==> config.mk <==
export PLATFORM = sky130hd
export DESIGN_NAME = mmio_ctrl
export DESIGN_NICKNAME = d
export VERILOG_FILES = /design/src/rtl/mmio_ctrl.sv
export SDC_FILE = /design/constraint.sdc
export NUM_CORES = 1
export LEC_CHECK = 0
export ABC_AREA = 1
export CORE_UTILIZATION = 45
export CTS_CLUSTER_SIZE = 14
export DETAILED_ROUTE_END_ITERATION = 8
export HOLD_SLACK_MARGIN = 0.02
export PLACE_DENSITY = 0.72
export RECOVER_POWER = 50
export SLEW_MARGIN = 5
export SYNTH_ARGS = -nofsm -noshare
export SYNTH_HDL_FRONTEND = slang
export SYNTH_SLANG_ARGS = --single-unit
==> constraint.sdc <==
create_clock -name clk -period 2.6 [get_ports clk]
set_clock_uncertainty 0.1 [all_clocks]
set_input_delay 0.26 -clock clk [delete_from_list [all_inputs] [get_ports clk]]
set_output_delay 0.26 -clock clk [all_outputs]
set_load 0.01 [all_outputs]
==> src/rtl/mmio_ctrl.sv <==
// MMIO controller: seven-segment regs, UART TX FIFO, status.
// Optional 64-bit cycle counter under MMIO_CYCLE_COUNTER_EN.
package microcode;
  localparam int WIDTH = 8;
  localparam logic [WIDTH-1:0] MEM_WE_MASK = 8'h02;

  function automatic logic mcs2_mem_we(
    input logic [WIDTH-1:0] mc
  );
    return (mc & MEM_WE_MASK) != '0;
  endfunction
endpackage

module mmio_ctrl #(
  parameter int MMIO_ADDR_START_BIT = 16,
  parameter int NUM_SEG = 2,
  parameter int TX_FIFO_DEPTH = 8
) (
  input  logic                          clk,
  input  logic                          rst,
  input  logic                          clk_enable,
  input  logic [microcode::WIDTH-1:0]   microcode_s2,
  input  logic [31:0]                   addr,
  input  logic [31:0]                   data_in,
  output logic [31:0]                   data_out,
  output logic                          is_mmio,
  output logic [16*NUM_SEG-1:0]         seven_segment_out,
  output logic [7:0]                    uart_tx_data,
  output logic                          uart_tx_valid,
  input  logic                          uart_tx_ready
);
  import microcode::*;

  localparam int OW = MMIO_ADDR_START_BIT;
  localparam int PW = $clog2(TX_FIFO_DEPTH);
  localparam logic [PW:0] DEPTH_C = TX_FIFO_DEPTH[PW:0];
  localparam logic [OW-1:0] OFF_TX = OW'('h40);
  localparam logic [OW-1:0] OFF_ST = OW'('h44);
`ifdef MMIO_CYCLE_COUNTER_EN
  localparam logic [OW-1:0] OFF_LO = OW'('h48);
  localparam logic [OW-1:0] OFF_HI = OW'('h4C);
`endif

  logic [OW-1:0] off;
  logic          acc;
  logic          wr_en;
  logic [31:0]   rdata;
  wire           unused = ^{addr, data_in};

  assign is_mmio = addr[OW];
  assign off     = addr[OW-1:0];
  assign acc     = clk_enable & is_mmio;
  assign wr_en   = acc & mcs2_mem_we(microcode_s2);

  // Seven-segment registers hold the inverted (active-low) pattern
  logic [15:0]        seg_q [NUM_SEG];
  logic [NUM_SEG-1:0] seg_sel;

  always_comb begin
    seg_sel = '0;
    for (int i = 0; i < NUM_SEG; i++)
      seg_sel[i] = (off == OW'(4 * i));
  end

  always_ff @(posedge clk or posedge rst) begin
    if (rst) begin
      for (int i = 0; i < NUM_SEG; i++)
        seg_q[i] <= '1;
    end else if (wr_en) begin
      for (int i = 0; i < NUM_SEG; i++)
        if (seg_sel[i]) seg_q[i] <= ~data_in[15:0];
    end
  end

  for (genvar g = 0; g < NUM_SEG; g++) begin : g_seg
    assign seven_segment_out[16*g +: 16] = seg_q[g];
  end

  logic [7:0]    fifo_mem [TX_FIFO_DEPTH];
  logic [PW-1:0] wr_ptr;
  logic [PW-1:0] rd_ptr;
  logic [PW:0]   count;
  logic [7:0]    last_tx;
  logic          overflow;
  logic          empty;
  logic          full;
  logic          pop;
  logic          push_req;
  logic          push;
  logic          ovf_set;
  logic          ovf_clr;

  assign empty    = (count == '0);
  assign full     = (count == DEPTH_C);
  assign pop      = uart_tx_valid & uart_tx_ready;
  assign push_req = wr_en & (off == OFF_TX);
  // A full FIFO still accepts a byte when the head leaves this edge
  assign push     = push_req & (~full | pop);
  assign ovf_set  = push_req & full & ~pop;
  assign ovf_clr  = wr_en & (off == OFF_ST) & data_in[2];

  assign uart_tx_valid = ~empty;
  assign uart_tx_data  = empty ? 8'h00 : fifo_mem[rd_ptr];

  always_ff @(posedge clk) begin
    if (push) fifo_mem[wr_ptr] <= data_in[7:0];
  end

  always_ff @(posedge clk or posedge rst) begin
    if (rst) begin
      wr_ptr   <= '0;
      rd_ptr   <= '0;
      count    <= '0;
      last_tx  <= '0;
      overflow <= 1'b0;
    end else begin
      if (push) wr_ptr <= wr_ptr + PW'(1);
      if (pop)  rd_ptr <= rd_ptr + PW'(1);
      unique case ({push, pop})
        2'b10:   count <= count + (PW+1)'(1);
        2'b01:   count <= count - (PW+1)'(1);
        default: count <= count;
      endcase
      if (push_req) last_tx <= data_in[7:0];
      if (ovf_set)      overflow <= 1'b1;
      else if (ovf_clr) overflow <= 1'b0;
    end
  end

`ifdef MMIO_CYCLE_COUNTER_EN
  logic [63:0] cyc;
  logic [31:0] cyc_snap;

  always_ff @(posedge clk or posedge rst) begin
    if (rst) begin
      cyc      <= '0;
      cyc_snap <= '0;
    end else begin
      cyc <= cyc + 64'd1;
      // LO read freezes HI so a LO/HI pair never tears on carry
      if (acc && off == OFF_LO) cyc_snap <= cyc[63:32];
    end
  end
`endif

  always_comb begin
    rdata = '0;
    for (int i = 0; i < NUM_SEG; i++)
      if (seg_sel[i]) rdata = {16'h0, ~seg_q[i]};
    if (off == OFF_TX)
      rdata = {24'h0, last_tx};
    if (off == OFF_ST)
      rdata = {16'h0, 8'(count), 5'h0, overflow, full, empty};
`ifdef MMIO_CYCLE_COUNTER_EN
    if (off == OFF_LO) rdata = cyc[31:0];
    if (off == OFF_HI) rdata = cyc_snap;
`endif
  end

  always_ff @(posedge clk or posedge rst) begin
    if (rst)      data_out <= '0;
    else if (acc) data_out <= rdata;
  end

endmodule

==> flow_summary.yaml <==
synth:
  synth_cell_type_count: 35
  synth-async-reset-ratio: 0.511
  yosys_warnings: 0
  synth_edf_count: 64
  ys_top_cells_by_area: "edfxtp_1 31%, dfrtp_1 14%, dfstp_2 14%"
  synth-main-ff-cell: "edfxtp_1"
  avgSynthCellArea_sq_um: 9.76
  syn_inst: 631
  syn_area_sq_um: 6160
  synth.top_cell.area_share: 0.312
  yosys.area.top_type: "edfxtp_1"
  ys_seq_area_frac: 0.591
  synth_seq_cells: 131
placed_design:
  gp_congestion: 0.787
  hpwl_um: 9730
  io_buffers: 95
clock_tree:
  cts_tree: "built"
  root_buffer: "clkbuf_16"
  clk_latency_ns: 0.42
  clockBufferDepth: 2
  clkTransAtPathRegs_ns: 0.06
  htree_levels: 4
  cts_made_buffers: 17
  cts.sinks: 131
  postCtsHoldBufs: 0
route:
  dr.pass1.iters: 5
  routed_via_density: 5.07
  dr.first_iter.drc_count: 352
  routed_wl_um: 13800
  route.detailed.drc: 0
  ant_nets: 0
  vias: 4752
  wl_per_cell_um: 14.7
timing:
  final_hold_viol_count: 0
  setup_viol: 0
  period_share: 0.958
  grt_setup_unrepaired: "no"
  fmaxAchievable_mhz: 401
  tightest_slew_ns: 1.64
  drv_slew: 68
  fin_crit_ns: 2.49
  slew_headroom: -0.0954
power_and_ir_drop:
  seq_power_share: 0.377
  internal_power_mw: 4.36
  vdd_drop_max_mv: 0.414
  p_per_area_nw_per_um2: 780
  combinationalPowerShare: 0.254
  switching_power_mw: 1.81
  p_clk_frac: 0.369
  p_total_mw: 6.17
  swShare: 0.293
  p_leak_nw: 3.23
floorplanning:
  coreArea_sq_um: 13300
  start_util: 0.463
  die_y_um: 119
  pin_count: 150
  fp-row-count: 42
  fp.dieW_um: 119
  die_area_sq_um: 14200
cells_and_area:
  n_antenna_cell: 0
  finalNetCount: 829
  fin_util: 0.595
  layout_common_cells: "145 x nand2_1, 84 x nor2_1, 68 x clkdlybuf4s50_1"
  drive_gt1_frac: 0.170
  final_common_cell: "nand2_1"
  syn2layout_area_growth_pct: 28.4
worst_setup_path:
  slowest_stage: "clkdlybuf4s50_1"
  start_kind: "flip-flop"
  end_kind: "output pin"
  crit_required_ns: 2.24
  crit_arrival_ns: 2.13
  max_stage_delay_ns: 0.55
  reg2regPathDepth: 10
  regToRegEndpoint: "count[2]"
  crit_type: "flip-flop to output pin"
  r2r-start: "count[1]"
  crit_fanout: 12
  crit_chain: "inv_1, buf_4, nor2_1, o21ai_0, o21ai_0, nor2_1, clkdlybuf4s50_1"
  critPathBufInv: 3
  rrSetupSlack_ns: 0.23
  crit_family: "buffers and inverters"
status:
  status: "finished, violations left"
  violations: "max-capacitance violations, max-slew violations"
global_route:
  grt_overflow: 0
  grt_pass1_wl_um: 23300
  antenna_found_initial: 0
  grt_usage: 0.212
  grt_max_degree: 68
  grt_pass1_vias: 4784
job:
  cap_violations: 1
worst_hold_path:
  holdPathEnd: "seven_segment_out[15]"
  min_path_type: "input pin to flip-flop"
  holdCritStartpoint: "data_in[15]"
  whs_path_depth: 2
## metal layers
metal / vias to the layer above / track usage / wire length [um]
met3: 25 / 0.0694 / 925
li1: 2317 / - / -
met5: - / 0 / 0
met4: 0 / 0.0799 / 243
met2: 169 / 0.345 / 6760
met1: 2241 / 0.262 / 5830
## through the flow
step / hold slack, ns / setup WS [ns] / TNS (ns) / area [sq um] / cells
after global placement: 0.366 / 0.0646 / 0 / 7360 / 904
after global routing: 0.304 / 0.00214 / 0 / 7910 / 937
final: 0.303 / 0.109 / 0 / 7910 / 937
after detailed placement: 0.373 / -0.0616 / -0.0616 / 7360 / 904
after CTS: 0.141 / 0.0785 / 0 / 7930 / 936
after floorplan: 0.207 / 0.288 / 0 / 6220 / 646
## worst max path at each step
stage	start	to	slack (ns)	depth (start not counted)
finish	rd_ptr[0]	uart_tx_data[7]	0.11	7
global route	rd_ptr[0]	uart_tx_data[7]	0.002	8
detailed placement	addr[5]	count[2]	-0.06	13
global placement	addr[5]	count[2]	0.06	13
floorplan	addr[15]	count[2]	0.29	13
CTS	count[1]	uart_tx_data[4]	0.08	6
## layout make-up
cell class | instances | area (sq um)
inverter | 41 | 154
tap | 176 | 220
clock inverter | 13 | 136
multi-input combinational | 430 | 2120
clock buffer | 19 | 433
timing repair buffer | 127 | 1200
fill | 1110 | 5390
sequential | 131 | 3640
## worst reg2reg max path: cells and delay by family, from the launching register on
kind	cells	cell delay, ns
AOI/OAI and AO/OA	2	0.17
xor gates and xnor gates	1	0.23
adders and majority gates	2	0.42
buffers and inverters	1	0.13
DFF	1	0.44
and+or+nand+nor	4	0.80
## flip-flops by register name, indices dropped and copies added (netlist names)
signal and flops:
count 4, data_out 16, fifo_mem 64, last_tx 8, overflow 1, rd_ptr 3, seven_segment_out 32, wr_ptr 3
## power groups by stage
stage / logic (mW) / clock network (mW) / registers, mW
after floorplan: 0.934 / 0 / 2.34
after global placement: 1.51 / 0 / 2.35
after detailed placement: 1.57 / 0 / 2.36
after CTS: 1.59 / 2.30 / 2.32
after global routing: 1.76 / 2.39 / 2.33
final: 1.57 / 2.28 / 2.32
## Yosys cell counts (all sizes together), types with 4 or more instances
cell	n
xor2	4
nor2	91
clkbuf	7
inv	41
edfxtp	64
nand3	32
nand2	147
ha	5
dfrtp	35
o22ai	8
o21ai	79
nand3b	9
buf	37
nand4	19
mux2i	8
a21oi	5
dfstp	32
## repair_timing
action	4_1_cts	5_1_grt
endpoints found under the setup margin	8	5
resized for setup	2	6
pin swaps	0	1
hold endpoints to repair	0	0
buffers inserted	0	1
## cells by family after synthesis
logic type | count (synthesis) | share of synthesized area
buffers and inverters | 85 | 0.0713
XOR/XNOR | 6 | 0.00853
AND/OR/NAND/NOR | 300 | 0.216
adder cells (fa/ha/maj) | 5 | 0.0102
multiplexers | 9 | 0.0148
other | 1 | 0.000609
flip-flops | 131 | 0.591
AO/OA/AOI/OAI | 94 | 0.0884
Note: power is estimated with default switching activity, not from simulation.
